## src/rtl/keypad_pkg.sv

```systemverilog
// Shared types and constants for the keypad colour bank.
// Holds the scan FSM state enum, bank geometry and the key-to-position map.
// Positions run top-left = 15 down to bottom-right = 0, matching the renderer.
package keypad_pkg;

   localparam int POS_W    = 4;
   localparam int COLOR_W  = 3;
   localparam int NUM_KEYS = 16;

   typedef enum logic [1:0] {
      SCAN     = 2'd0,
      DEBOUNCE = 2'd1,
      HELD     = 2'd2,
      RELEASE  = 2'd3
   } state_t;

   // Column c (0 = leftmost), row r (0 = top) -> screen rectangle index.
   function automatic logic [POS_W-1:0] key_to_pos(input logic [1:0] c,
                                                   input logic [1:0] r);
      return 4'd15 - {c, 2'b00} - {2'b00, r};
   endfunction

endpackage

```

## src/rtl/keypad_color_bank_sync_2ff.sv

```systemverilog
// sync_2ff: 4-bit two-flop synchroniser for the keypad row lines.
// Ports: clk, rst (async, active-high), d (asynchronous input), q (synchronised).
// Flops reset to all ones, i.e. "no key pressed" on the pulled-up rows.
module sync_2ff (
   input  logic       clk,
   input  logic       rst,
   input  logic [3:0] d,
   output logic [3:0] q
);

   logic [3:0] meta;

   always_ff @(posedge clk or posedge rst) begin
      if (rst) begin
         meta <= 4'hF;
         q    <= 4'hF;
      end else begin
         meta <= d;
         q    <= meta;
      end
   end

endmodule

```

## src/rtl/keypad_color_bank.sv

```systemverilog
// keypad_color_bank: scans a 4x4 keypad, debounces presses and bumps a per-key
// 3-bit colour index. Ports: clk, rst, fil (rows), col (one-cold columns),
// posicion/dirColor (combinational bank read), key_valid/key_pos (press event).
// Optional macro KEYPAD_RESET_PATTERN_EN: reset loads bank[i] = i[2:0] instead of 0.
module keypad_color_bank
   import keypad_pkg::*;
#(
   parameter int SCAN_DIV   = 50000,
   parameter int DEB_CYCLES = 500000
) (
   input  logic               clk,
   input  logic               rst,
   input  logic [3:0]         fil,
   output logic [3:0]         col,
   input  logic [POS_W-1:0]   posicion,
   output logic [COLOR_W-1:0] dirColor,
   output logic               key_valid,
   output logic [POS_W-1:0]   key_pos
);

   localparam int DW = $clog2(SCAN_DIV);
   localparam int CW = $clog2(DEB_CYCLES + 1);
   localparam logic [DW-1:0] DWELL_LAST = DW'(SCAN_DIV - 1);
   localparam logic [CW-1:0] DEB_LAST   = CW'(DEB_CYCLES - 1);

   logic [3:0]         fil_s;
   state_t             state, state_nxt;
   logic [1:0]         col_idx, col_nxt;
   logic [1:0]         row_idx, row_nxt;
   logic [DW-1:0]      dwell, dwell_nxt;
   logic [CW-1:0]      cnt, cnt_nxt;
   logic               wr_en;
   logic [1:0]         first_low;
   logic               row_lvl;
   logic [POS_W-1:0]   wr_pos;
   logic [COLOR_W-1:0] bank [NUM_KEYS];

   sync_2ff u_sync (
      .clk (clk),
      .rst (rst),
      .d   (fil),
      .q   (fil_s)
   );

   // Lowest-indexed low row wins when several rows read pressed.
   always_comb begin
      first_low = 2'd3;
      if      (!fil_s[0]) first_low = 2'd0;
      else if (!fil_s[1]) first_low = 2'd1;
      else if (!fil_s[2]) first_low = 2'd2;
   end

   assign row_lvl = fil_s[row_idx];
   assign wr_pos  = key_to_pos(col_idx, row_idx);
   assign col     = ~(4'b0001 << col_idx);

   always_comb begin
      state_nxt = state;
      col_nxt   = col_idx;
      row_nxt   = row_idx;
      dwell_nxt = dwell;
      cnt_nxt   = cnt;
      wr_en     = 1'b0;
      case (state)
         SCAN: begin
            // Rows are only sampled on the last dwell cycle so the
            // synchroniser has flushed the previous column's levels.
            if (dwell == DWELL_LAST) begin
               dwell_nxt = '0;
               if (fil_s != 4'hF) begin
                  row_nxt   = first_low;
                  cnt_nxt   = '0;
                  state_nxt = DEBOUNCE;
               end else begin
                  col_nxt = col_idx + 2'd1;
               end
            end else begin
               dwell_nxt = dwell + DW'(1);
            end
         end
         DEBOUNCE: begin
            if (row_lvl) begin
               state_nxt = SCAN;
               col_nxt   = col_idx + 2'd1;
               cnt_nxt   = '0;
            end else if (cnt == DEB_LAST) begin
               wr_en     = 1'b1;
               cnt_nxt   = '0;
               state_nxt = HELD;
            end else begin
               cnt_nxt = cnt + CW'(1);
            end
         end
         HELD: begin
            if (row_lvl) begin
               state_nxt = RELEASE;
               cnt_nxt   = '0;
            end
         end
         RELEASE: begin
            if (!row_lvl) begin
               state_nxt = HELD;
               cnt_nxt   = '0;
            end else if (cnt == DEB_LAST) begin
               state_nxt = SCAN;
               col_nxt   = col_idx + 2'd1;
               cnt_nxt   = '0;
            end else begin
               cnt_nxt = cnt + CW'(1);
            end
         end
         default: begin
            state_nxt = SCAN;
            cnt_nxt   = '0;
            dwell_nxt = '0;
         end
      endcase
   end

   always_ff @(posedge clk or posedge rst) begin
      if (rst) begin
         state     <= SCAN;
         col_idx   <= 2'd0;
         row_idx   <= 2'd0;
         dwell     <= '0;
         cnt       <= '0;
         key_valid <= 1'b0;
         key_pos   <= '0;
      end else begin
         state     <= state_nxt;
         col_idx   <= col_nxt;
         row_idx   <= row_nxt;
         dwell     <= dwell_nxt;
         cnt       <= cnt_nxt;
         key_valid <= wr_en;
         if (wr_en) key_pos <= wr_pos;
      end
   end

   always_ff @(posedge clk or posedge rst) begin
      if (rst) begin
         for (int i = 0; i < NUM_KEYS; i++) begin
`ifdef KEYPAD_RESET_PATTERN_EN
            bank[i] <= COLOR_W'(i);
`else
            bank[i] <= '0;
`endif
         end
      end else if (wr_en) begin
         bank[wr_pos] <= bank[wr_pos] + COLOR_W'(1);
      end
   end

   assign dirColor = bank[posicion];

endmodule
```

## config.mk

```make
export PLATFORM = sky130hd
export DESIGN_NAME = keypad_color_bank
export DESIGN_NICKNAME = d
export VERILOG_FILES = /design/src/rtl/keypad_pkg.sv /design/src/rtl/keypad_color_bank_sync_2ff.sv /design/src/rtl/keypad_color_bank.sv
export SDC_FILE = /design/constraint.sdc
export NUM_CORES = 1
export LEC_CHECK = 0
export BUFFER_PORTS_ARGS = -buffer_cell sky130_fd_sc_hd__buf_2
export CAP_MARGIN = 20
export CORE_ASPECT_RATIO = 0.5
export CORE_MARGIN = 2
export CORE_UTILIZATION = 35
export DETAILED_ROUTE_END_ITERATION = 8
export PLACE_DENSITY = 0.6
export SLEW_MARGIN = 10
export SYNTH_ARGS = -nofsm -noshare
export SYNTH_HDL_FRONTEND = slang
export SYNTH_HIERARCHICAL = 1
export SYNTH_SLANG_ARGS = --single-unit
```

## constraint.sdc

```tcl
create_clock -name clk -period 9.2 [get_ports clk]
set_input_delay 0.92 -clock clk [delete_from_list [all_inputs] [get_ports clk]]
set_output_delay 0.92 -clock clk [all_outputs]
set_load 0.02 [all_outputs]
```

After elaboration in Yosys (flattened, before gate mapping) --
Cells that the tools add are included.
Storage, ports and cells: latch bits 0, output and inout port bits 12, register bits after elaboration 102, bits in writable memories 0, memories kept 0, input bits 10, ROM bits 0, word-level logic and storage cells 100
Operators by class: mux-type cells 39, bitwise gates (word level) 3, multipliers 0, reductions and logical operators 7, shift-type cells 1, equal/unequal tests 15, $lt $le $gt $ge 4, $add $sub $neg 6, div/mod/pow operators 0
Operator list (number):
- $mux 19 | 6
- $pmux 19 s4 | 1
- $bwmux 48 | 1
- $mux 2 | 14
- $bmux 3 s4 | 2
- $add 19x1->19 const B | 1
- $eq 19x19->1 const B | 1
- $add 16x1->16 const B | 1
- $eq 16x16->1 const B | 1
- $mux 16 | 1
- $mux 3 | 5
- $ne 2x2->1 const B | 7
- $demux 3 s4 | 1
- $ge 5x5->1 const B | 2
- $not 4->5 | 2
- $pmux 2 s4 | 1
- $ne 3x3->1 const B | 2
- $pmux 2 s3 | 1
- $reduce_and 3->1 | 2
- $reduce_and 6->1 | 1
- $lt 5x1->1 const B | 1
- $mux 1 | 5
- $reduce_and 5->1 | 1
- $eq 2x2->1 const B | 2
- 13 further kinds | 13

Longest topological paths before layout --
Gate-level depths: netlist (run 1).
depth in word-level cells 8, depth in mapped cells 10, mapped depth without buffers 8

Modules after synthesis --
The synthesis (run 1) kept the hierarchy.
Modules (own cells, without submodules):
- keypad_color_bank | seq. area each 2352.3 sq um, cells each 452, area each 5281.3 sq um, times used 1
- sync_2ff | seq. area each 210.2 sq um, cells each 9, area each 214.0 sq um, times used 1

Least setup slack after synthesis (run 1) --
No wires, ideal clock.
kind input port to output port, start point in posicion[0], end point out dirColor[2], data required time 8.280 ns, path slack 5.742 ns, arrival 2.538 ns, stages 3, path buffers 1, path through buf_1 -> mux4_2 -> mux4_2
On the way: longest elaborated chain between the ends 4
Ends and longest elaborated chain:
- from (decl) | line keypad_color_bank.sv:15 | input logic [POS_W-1:0] posicion,
- $not 4->5 (implied by the code) | line keypad_color_bank.sv:154 | assign dirColor = bank[posicion];
- $bmux 3 s4 | line keypad_color_bank.sv:154
- $mux 3 (implied by the code) (2 in a row) | line keypad_color_bank.sv:154
- to (decl) | line keypad_color_bank.sv:16 | output logic [COLOR_W-1:0] dirColor,
Every way passes these cells. The select of a mux whose other input is x is not followed.

Final worst setup path (run 1) --
start point reg row_idx[1], end point reg bank[38] in the netlist's numbering
On the way: longest elaborated chain between the ends 7, elaborated cells between the ends (all ways) 16, classes of those cells add/sub (2); order compare (2); mux (10); bitwise (1); reduce/logical (1)
Ends and longest elaborated chain:
- from (decl) | line keypad_color_bank.sv:29 | logic [1:0] row_idx, row_nxt;
- from (signal assigned) | line keypad_color_bank.sv:132 | row_idx <= row_nxt;
- $sub 4x2->4 | line keypad_pkg.sv:20 | return 4'd15 - {c, 2'b00} - {2'b00, r};
- $not 4->5 (implied by the code) | line keypad_color_bank.sv:150 | bank[wr_pos] <= bank[wr_pos] + COLOR_W'(1);
- $bmux 3 s4, or another cell as far along | line keypad_color_bank.sv:150
- $mux 3 (implied by the code) or $logic_and 1x1->1 (tied branches) | line keypad_color_bank.sv:150
- $mux 3 (implied by the code) | line keypad_color_bank.sv:150
- $add 3x1->3 or $demux 3 s4 (tied branches) | line keypad_color_bank.sv:150
- $bwmux 48 | line keypad_color_bank.sv:150
- to (signal, indexed assignment) | line keypad_color_bank.sv:150
- to (decl) | line keypad_color_bank.sv:36 | logic [COLOR_W-1:0] bank [NUM_KEYS];
Parallel ways exist; a longest one is shown, timed or not. The select of a mux whose other input is x is not followed. A chain may end at the register's enable or synchronous reset.

==> out/metrics.csv, run 1 <==
metric;value;unit
hp-class;flip-flop to flip-flop;
grt_use_total;15.1;%
synth_edf_count;0;
report.final.slew_viol_count;0;
syn_area;5500;um^2
floorplan.initialDensity;35.7;%
ir_drop;0.0721;mV
critPathArrivalTime;3.68;ns
yosysUniqueCellTypes;56;
nNetsFinal;494;
ys_top_cells_by_count;dfrtp_1 (94), nand2_1 (38), inv_1 (32);
grt_max_degree;86;
htree_levels;3;
port_buffers;21;
ant_nets;0;
grt_pass1_vias;3783;
synthMostInstantiatedCell;dfrtp_1;
syn-mean-instance-area;11.9;um^2
tritoncts;built;
synthToLayoutAreaGrowth;11.5;%
endpoint_kind;flip-flop;
grt_setup_unrepaired;false;
clock-sinks;102;
path_max_fanout;19;
syn_nets;478;
syn_inst;461;
synth_top_area_share;42.8;%
final_layout_size_suffix_gt1_share;26.1;%
drv_cap;0;
grt_pass1_wl;19.9;mm
p_per_area;142;nW/um^2
antenna_found_initial;0;
internal_power;0.685;mW
critical_path_class;flip-flop to flip-flop;
seqPwrFrac;52.2;%
period_share;37.8;%
ys_ff_latch;102;
fin_hold_ws;0.360;ns
power.total;0.867;mW
wl;11.6;mm
fill_cells;1485;
drc_errors;0;
place.gp.congestion;0.777;
hold_buffers;0;
fp.dieW;181;um
ys_seq_area_share;46.6;%
cts.clk_slew.worst_paths;0.07;ns
netlist_top_cells_area;dfrtp_1 (43%), mux4_2 (12%), mux2_2 (5.7%), dfstp_2 (3.8%), mux2i_1 (3.5%);
hpwl;8.07;mm
vias;3653;
fmax;287;MHz
synth_warnings;6;
stdcell_count;686;
numCtsBuffers;9;
power_switching;0.182;mW
post_cts_buffers;0;
drt_iter0_markers;272;
ys_dominant_reg_cell;dfrtp_1;
setup_violations;0;
dpl.cell_count;669;
cp_data_required_time;9.40;ns
hold_viol_final;0;
wire_per_inst;16.9;um
post-route-min-period;3.48;ns
fin_util;39.8;%
cts_resized;0;
rows;32;
switching_share;21.0;%
setup_tns;0;ns
outcome;completed;
power_leakage;2.63;nW
slew_headroom;25.3;%
grt_overflow;0;
skew;0.00836;ns
num_antenna_cells;0;
core_area;15400;um^2
routed_via_density;5.33;
clock_latency;0.34;ns
clock_path_buffers;2;
clockPowerShare;45.5;%
tightest_slew;1.11;ns
pwr-share-comb;2.4;%
die_h;92.6;um
cp-start-kind;flip-flop;
die_area;16800;um^2
yosys.area.top_type;dfrtp_1;
synthArstFlopShare;100;%
root_buffer;clkbuf_16;
io_pins;22;
dr.pass1.iters;4;
## layout by cell type (no fill, tap or decap), types with 2 or more instances in the layout
cell type,netlist,layout
dfrtp_1,94,94
nand2_1,38,38
inv_1,32,31
mux4_2,29,29
mux2_2,28,28
buf_2,3,21
nor2_1,20,20
a21oi_1,20,20
mux2i_1,19,19
o21ai_0,17,17
nand4_1,12,12
xnor2_1,11,11
xor2_1,10,10
nor3_1,10,10
clkbuf_16,0,9
nand3_1,8,8
dfstp_2,8,8
or4_1,7,7
or3_1,7,7
ha_1,7,7
nor3_2,6,6
o31ai_1,6,6
mux2_1,6,6
nand4bb_1,4,4
and3_1,4,4
nand2b_1,3,3
nor4_1,3,3
or4_4,3,3
nor4_2,3,3
o2111ai_1,3,3
and4_1,2,2
o211ai_1,2,2
clkbuf_8,0,2
clkinv_4,0,2
buf_4,1,2
## sequential cells by signal, indices dropped and copies added, names as in the netlist, named ones only
| register | cells |
|---|---|
| key_valid | 1 |
| row_idx | 2 |
| bank | 48 |
| u_sync/meta | 4 |
| key_pos | 4 |
| u_sync/q | 4 |
| state | 1 |
| cnt | 19 |
| dwell | 16 |
| col_idx | 2 |
## final timing paths
kind	startpoint	to	slack, ns	cells after the start
hold / removal	u_sync/meta[3]	u_sync/q[3]	0.36	0
max in group asynchronous	rst	bank[24]	7.81	4
hold reg to reg	u_sync/meta[3]	u_sync/q[3]	0.36	0
setup / recovery	row_idx[1]	bank[38]	5.72	8
min in group asynchronous	rst	dwell[15]	0.47	2
setup reg to reg	row_idx[1]	bank[38]	5.72	8
## cell families (layout without fill, tap and decap cells)
logic type	count (synthesis)	in the layout	share of synthesized area (%)
adder cells (fa/ha/maj)	7	7	1.59
AO/OA/AOI/OAI	58	58	7.13
flip-flops	102	102	46.6
AND/OR/NAND/NOR	139	139	15.1
XOR/XNOR	21	21	3.35
buffers and inverters	52	73	3.85
multiplexers	82	82	22.3
## routing by layer
metal	global-route usage [%]	vias up	wire, um
met2	24.2	60	5540
li1	-	1728	-
met5	0	-	0
met4	4.13	0	89
met1	20.8	1859	5530
met3	3.11	6	432
## cell type report
class	count	area, um^2	area share [%]
sequential	102	2560	41.8
inverter	33	126	2.06
tap	204	255	4.17
clock inverter	4	55.1	0.899
timing repair buffer	24	148	2.41
multi-input combinational	307	2720	44.4
clock buffer	12	256	4.19
## worst max-delay path: stages, from the launching register on
cell and delay, ns:
dfrtp_1 0.84, mux4_2 0.41, nor2_1 0.10, nor2_1 0.05, o21ai_1 0.85, inv_1 0.12
ha_1 0.27, xor2_1 0.53, mux2i_1 0.15
## through the flow
stage / worst slack (ns) / cell area [um^2]
after global routing: 5.40 / 6120
after global placement: 5.75 / 5790
final: 5.72 / 6120
after floorplan: 5.74 / 5500
after CTS: 5.71 / 6100
after detailed placement: 5.72 / 5790
## power by group through the flow
stage | combinational [mW] | clock [mW] | sequential [mW]
final | 0.0206 | 0.394 | 0.452
after global routing | 0.0236 | 0.422 | 0.452
after CTS | 0.0201 | 0.403 | 0.452
after detailed placement | 0.0200 | 0 | 0.461
after global placement | 0.0197 | 0 | 0.461
after floorplan | 0.0128 | 0 | 0.461
Power figures use the tool's default switching activity.
==> inputs of run 2 (changes only) <==
ABC_AREA = 1   (was unset)
clock period = 3.6 ns   (was 9.2 ns; I/O delays follow)
==> run 2 against run 1 <==
Net effect:
- critical path depth grew 2
- clock power grew 150%
- routed wire length grew 36%
- global-route usage grew 2.8 points
- clock-buffer cell count shrank 3
- synthesized cell count grew 84%
- via count grew 51%
- maximum frequency grew 20%
- die area grew 11%
- synthesized area grew 11%
- register-to-register slack lost 5.0 ns
==> out/metrics.csv, run 2 <==
metric;value;unit
hold_buffers;0;
grt_setup_unrepaired;false;
wl;15.8;mm
tritoncts;built;
cp-start-kind;flip-flop;
period_share;80.3;%
htree_levels;3;
cp_data_required_time;3.84;ns
cts_resized;0;
reg2reg_slack;0.71;ns
fill_cells;1771;
clock_latency;0.36;ns
grt_pass1_vias;5390;
post-place-ws;0.707;ns
die_area;18600;um^2
reg2reg_depth;10;
r2r_start;row_idx[0];
critical_path.startpoint;row_idx[0];
place.gp.congestion;0.957;
rr_endpoint;bank[20];
root_buffer;clkbuf_16;
grt_max_degree;79;
port_buffers;21;
clock-sinks;102;
seqCellArea;2560;um^2
yosys.area.top_type;dfrtp_1;
synthArstFlopShare;100;%
report.final.slew_viol_count;0;
routed_via_density;5.02;
fmax;346;MHz
ir_drop;0.214;mV
io_pins;22;
wl_met3;775;um
hold_viol_final;0;
tightest_slew;0.830;ns
fp.dieW;191;um
final.setup.worst_slack;0.709;ns
wl_met2;7.09;mm
post-route-min-period;2.89;ns
syn_inst;849;
ys_ff_latch;102;
die_h;97.4;um
core_area;17200;um^2
netlist_top_cells_area;dfrtp_1 (39%), nand2_1 (15%), nor2_1 (6.2%), inv_1 (5.7%), nand3_1 (5.6%);
post_cts_buffers;0;
grt_overflow;0;
critPathArrivalTime;3.14;ns
clock_path_buffers;2;
final_layout_size_suffix_gt1_share;11.5;%
ys_dominant_reg_cell;dfrtp_1;
wire_per_inst;14.3;um
outcome;completed;
antenna_found_initial;0;
synthMostInstantiatedCell;nand2_1;
num_antenna_cells;0;
power_leakage;3.22;nW
multiInputGateArea;3010;um^2
ys_seq_area_share;41.9;%
final_common_cell;nand2_1;
floorplan.initialDensity;35.5;%
vias;5531;
setup_violations;0;
grt_use_total;17.9;%
hpwl;11.4;mm
synthToLayoutAreaGrowth;10.2;%
cts.clk_slew.worst_paths;0.08;ns
drt_iter0_markers;432;
nNetsFinal;880;
endpoint_kind;flip-flop;
wirelength_met1;7.52;mm
largest_reg_flops;48;
p_per_area;331;nW/um^2
top_regs;bank x48, cnt x19, dwell x16;
hp-class;primary input to async pin;
grt_pass1_wl;26.8;mm
layout_common_cells;nand2_1 (246), nor2_1 (101), dfrtp_1 (94);
syn_nets;866;
drv_cap;0;
regMostFlops;bank;
synth_warnings;6;
routed.top_layer;met4;
synth_edf_count;0;
ys_top_cells_by_count;nand2_1 (246), nor2_1 (101), dfrtp_1 (94);
drc_errors;0;
syn_area;6110;um^2
critical_path_class;flip-flop to flip-flop;
rows;34;
syn-mean-instance-area;7.20;um^2
skew;0.0115;ns
numCtsBuffers;9;
ant_nets;0;
path_max_fanout;17;
setup_tns;0;ns
yosysUniqueCellTypes;39;
slew_headroom;44.5;%
dr.pass1.iters;5;
synth_top_area_share;38.5;%
-- run 2: changes by cell type in the layout (fill, tap and decap cells not counted), moves of 28 or more --
cell and delta:
nand2_1 +208, nand3_1 +60, o21ai_0 +43, mux4_2 -29
nor2_1 +81, mux2_2 -28, inv_1 +61
-- run 2: final cells by class --
type | count | share of cell area, %
inverter | 106 | 5.98
clock buffer | 9 | 3.35
clock inverter | 7 | 0.966
multi-input combinational | 617 | 44.8
timing repair buffer | 27 | 2.53
sequential | 102 | 38.1
tap | 234 | 4.35
-- run 2: critical path, cell delays in order, from the launching register on --
cell	delay [ns]
dfrtp_1	0.72
o21ai_0	0.18
nand2_1	0.12
nand2_1	0.28
inv_1	0.39
nand3_2	0.42
buf_4	0.36
nor2_8	0.15
inv_2	0.05
nand2_1	0.05
nand2_1	0.05
-- run 2: routing by layer --
metal,up-vias,track usage [%]
met2,148,29.0
li1,2752,-
met3,33,2.42
met4,0,5.90
met1,2598,24.6
met5,-,0
-- run 2: report_power, final --
| part | switching [mW] | internal [mW] |
|---|---|---|
| Clock | 0.494 | 0.487 |
| Sequential | 0.00262 | 1.15 |
| Combinational | 0.0665 | 0.0233 |
| Total | 0.563 | 1.66 |
-- run 2: logic make-up (layout without fill, tap and decap cells) --
family / Yosys count / in the layout / synth area share [%]
XOR/XNOR: 11 / 11 / 1.58
flip-flops: 102 / 102 / 41.9
AND/OR/NAND/NOR: 476 / 476 / 34.7
adder cells (fa/ha/maj): 7 / 7 / 1.43
AO/OA/AOI/OAI: 123 / 123 / 11.6
buffers and inverters: 130 / 149 / 8.72
-- run 2: worst max-delay path by stage --
stage                            to  slack, ns  cells after the start
after floorplan           async pin       0.79                      1
after global placement     bank[20]       0.74                     10
after detailed placement   bank[20]       0.71                     10
after CTS                  bank[19]       0.69                      9
after global routing       bank[10]       0.36                      9
final                      bank[20]       0.71                     10
-- run 2: through the flow --
step                      instances  hold slack [ns]  total power [mW]  util (%)  instance area (um^2)
after global routing           1102           0.0595              2.31      39.1                  6730
after global placement         1085            0.348              1.26      37.2                  6410
after floorplan                 849            0.345              1.23         -                  6110
after CTS                      1101           0.0865              2.25      38.9                  6710
after detailed placement       1085            0.350              1.27      37.2                  6410
final                          1102           0.0258              2.23      39.1                  6730
==> inputs of run 3 (changes only) <==
clock period = 2.8 ns   (was 3.6 ns; I/O delays follow)
==> run 3 against run 2 <==
Net effect:
- non-clock buffer count rose by 7
- clock skew fell by 0.0021 ns
- clock-buffer cell count grew 2
- global-route usage rose by 0.19 points
- routed wire length increased by 0.23%
- worst setup slack got worse by 0.35 ns
- highest routed layer unchanged
- largest cell class unchanged
==> out/metrics.csv, run 3 (same netlist as run 2, synthesis figures left out) <==
metric;value;unit
fin_hold_ws;0.0322;ns
path_max_fanout;17;
nNetsFinal;887;
clock_latency;0.35;ns
ir_drop;0.240;mV
rr_endpoint;bank[10];
num_antenna_cells;0;
synthToLayoutAreaGrowth;11.5;%
layout_common_cells;nand2_1 (246), nor2_1 (101), dfrtp_1 (93);
setup_tns;0;ns
critical_path_class;flip-flop to flip-flop;
clock_path_buffers;2;
reg2reg_slack;0.36;ns
p_per_area;445;nW/um^2
final_common_cell;nand2_1;
hpwl;11.7;mm
drv_cap;0;
numCtsBuffers;9;
dr.pass1.iters;5;
skew;0.00943;ns
clock-sinks;102;
hold_buffers;0;
grt_pass1_vias;5381;
setup_violations;0;
post_cts_buffers;0;
floorplan.initialDensity;35.5;%
antenna_found_initial;0;
wl;15.8;mm
tightest_slew;0.866;ns
root_buffer;clkbuf_16;
fmax;411;MHz
power_leakage;3.27;nW
outcome;completed;
dpl.cell_count;1093;
io_pins;22;
die_area;18600;um^2
drc_errors;0;
period_share;87.0;%
place.gp.congestion;0.957;
critical_path.startpoint;row_idx[0];
hold_viol_final;0;
tritoncts;built;
grt_overflow;0;
grt_max_degree;55;
grt_use_total;18.1;%
core_area;17200;um^2
grt_pass1_wl;27.0;mm
r2r_start;row_idx[0];
reg2reg_depth;11;
hp-class;primary input to flip-flop;
grt_setup_unrepaired;false;
stdcell_count;1108;
post-place-ws;0.252;ns
final.setup.worst_slack;0.364;ns
fp.dieW;191;um
drt_iter0_markers;306;
critPathArrivalTime;2.65;ns
slew_headroom;42.0;%
crit_path_end;bank[10];
port_buffers;21;
largest_reg_flops;48;
fin_util;39.5;%
rows;34;
die_h;97.4;um
cp_data_required_time;3.01;ns
routed_via_density;4.99;
cp-start-kind;flip-flop;
regMostFlops;bank;
wire_per_inst;14.3;um
top_regs;bank x48, cnt x19, dwell x16;
htree_levels;3;
report.final.slew_viol_count;0;
vias;5525;
final_layout_size_suffix_gt1_share;12.1;%
cts_resized;0;
endpoint_kind;flip-flop;
ant_nets;0;
cts.clk_slew.worst_paths;0.07;ns
post-route-min-period;2.44;ns
==> run 3: cell count changes in the layout (fill, tap and decap cells not counted), moves of 2 or more <==
cell       delta
clkinv_4      -2
buf_4         +8
bufinv_16     +3
inv_8         -2
inv_6         -2
==> run 3: stage by stage <==
| stage | cell area, um^2 | total power, mW |
|---|---|---|
| floorplan | 6110 | 1.59 |
| global placement | 6470 | 1.63 |
| detailed placement | 6470 | 1.63 |
| CTS | 6810 | 3.07 |
| global route | 6810 | 3.15 |
| finish | 6810 | 3.04 |
==> run 3: critical path: stages (launching register included) <==
cell and delay (ns):
dfrtp_2 0.56, inv_4 0.09, nor2_2 0.31, a22oi_1 0.14, nand2_1 0.10, nand2_1 0.05
nand2_1 0.09, inv_1 0.04, nand2_1 0.16, ha_1 0.32, inv_1 0.29, o21ai_0 0.16
==> run 3: area by class of cell <==
| type | instances | area, um^2 |
|---|---|---|
| fill | 1800 | 10400 |
| sequential | 102 | 2560 |
| clock buffer | 11 | 243 |
| multi-input combinational | 617 | 3010 |
| inverter | 106 | 403 |
| timing repair buffer | 34 | 203 |
| tap | 234 | 293 |
| clock inverter | 4 | 95.1 |
==> run 3: how the worst min path moves through the flow <==
stage	endpoint	slack (ns)	depth (start not counted)	from
floorplan	u_sync/meta[0]	0.28	0	fil[0]
CTS	u_sync/meta[2]	0.02	1	fil[2]
global route	u_sync/meta[1]	0.02	1	fil[1]
detailed placement	u_sync/q[2]	0.35	0	u_sync/meta[2]
finish	u_sync/meta[2]	0.03	1	fil[2]
global placement	u_sync/q[2]	0.35	0	u_sync/meta[2]
==> run 3: power breakdown <==
| group | switching, mW | internal [mW] |
|---|---|---|
| clock network | 0.543 | 0.893 |
| registers | 0.00350 | 1.48 |
| logic | 0.0831 | 0.0295 |
==> run 3: routing by layer <==
metal / vias up / track usage, % / wire, um
met2: 132 / 29.4 / 7220
met5: - / 0 / 0
met3: 21 / 2.67 / 679
li1: 2760 / - / -
met1: 2612 / 25.1 / 7680
met4: 0 / 4.77 / 231
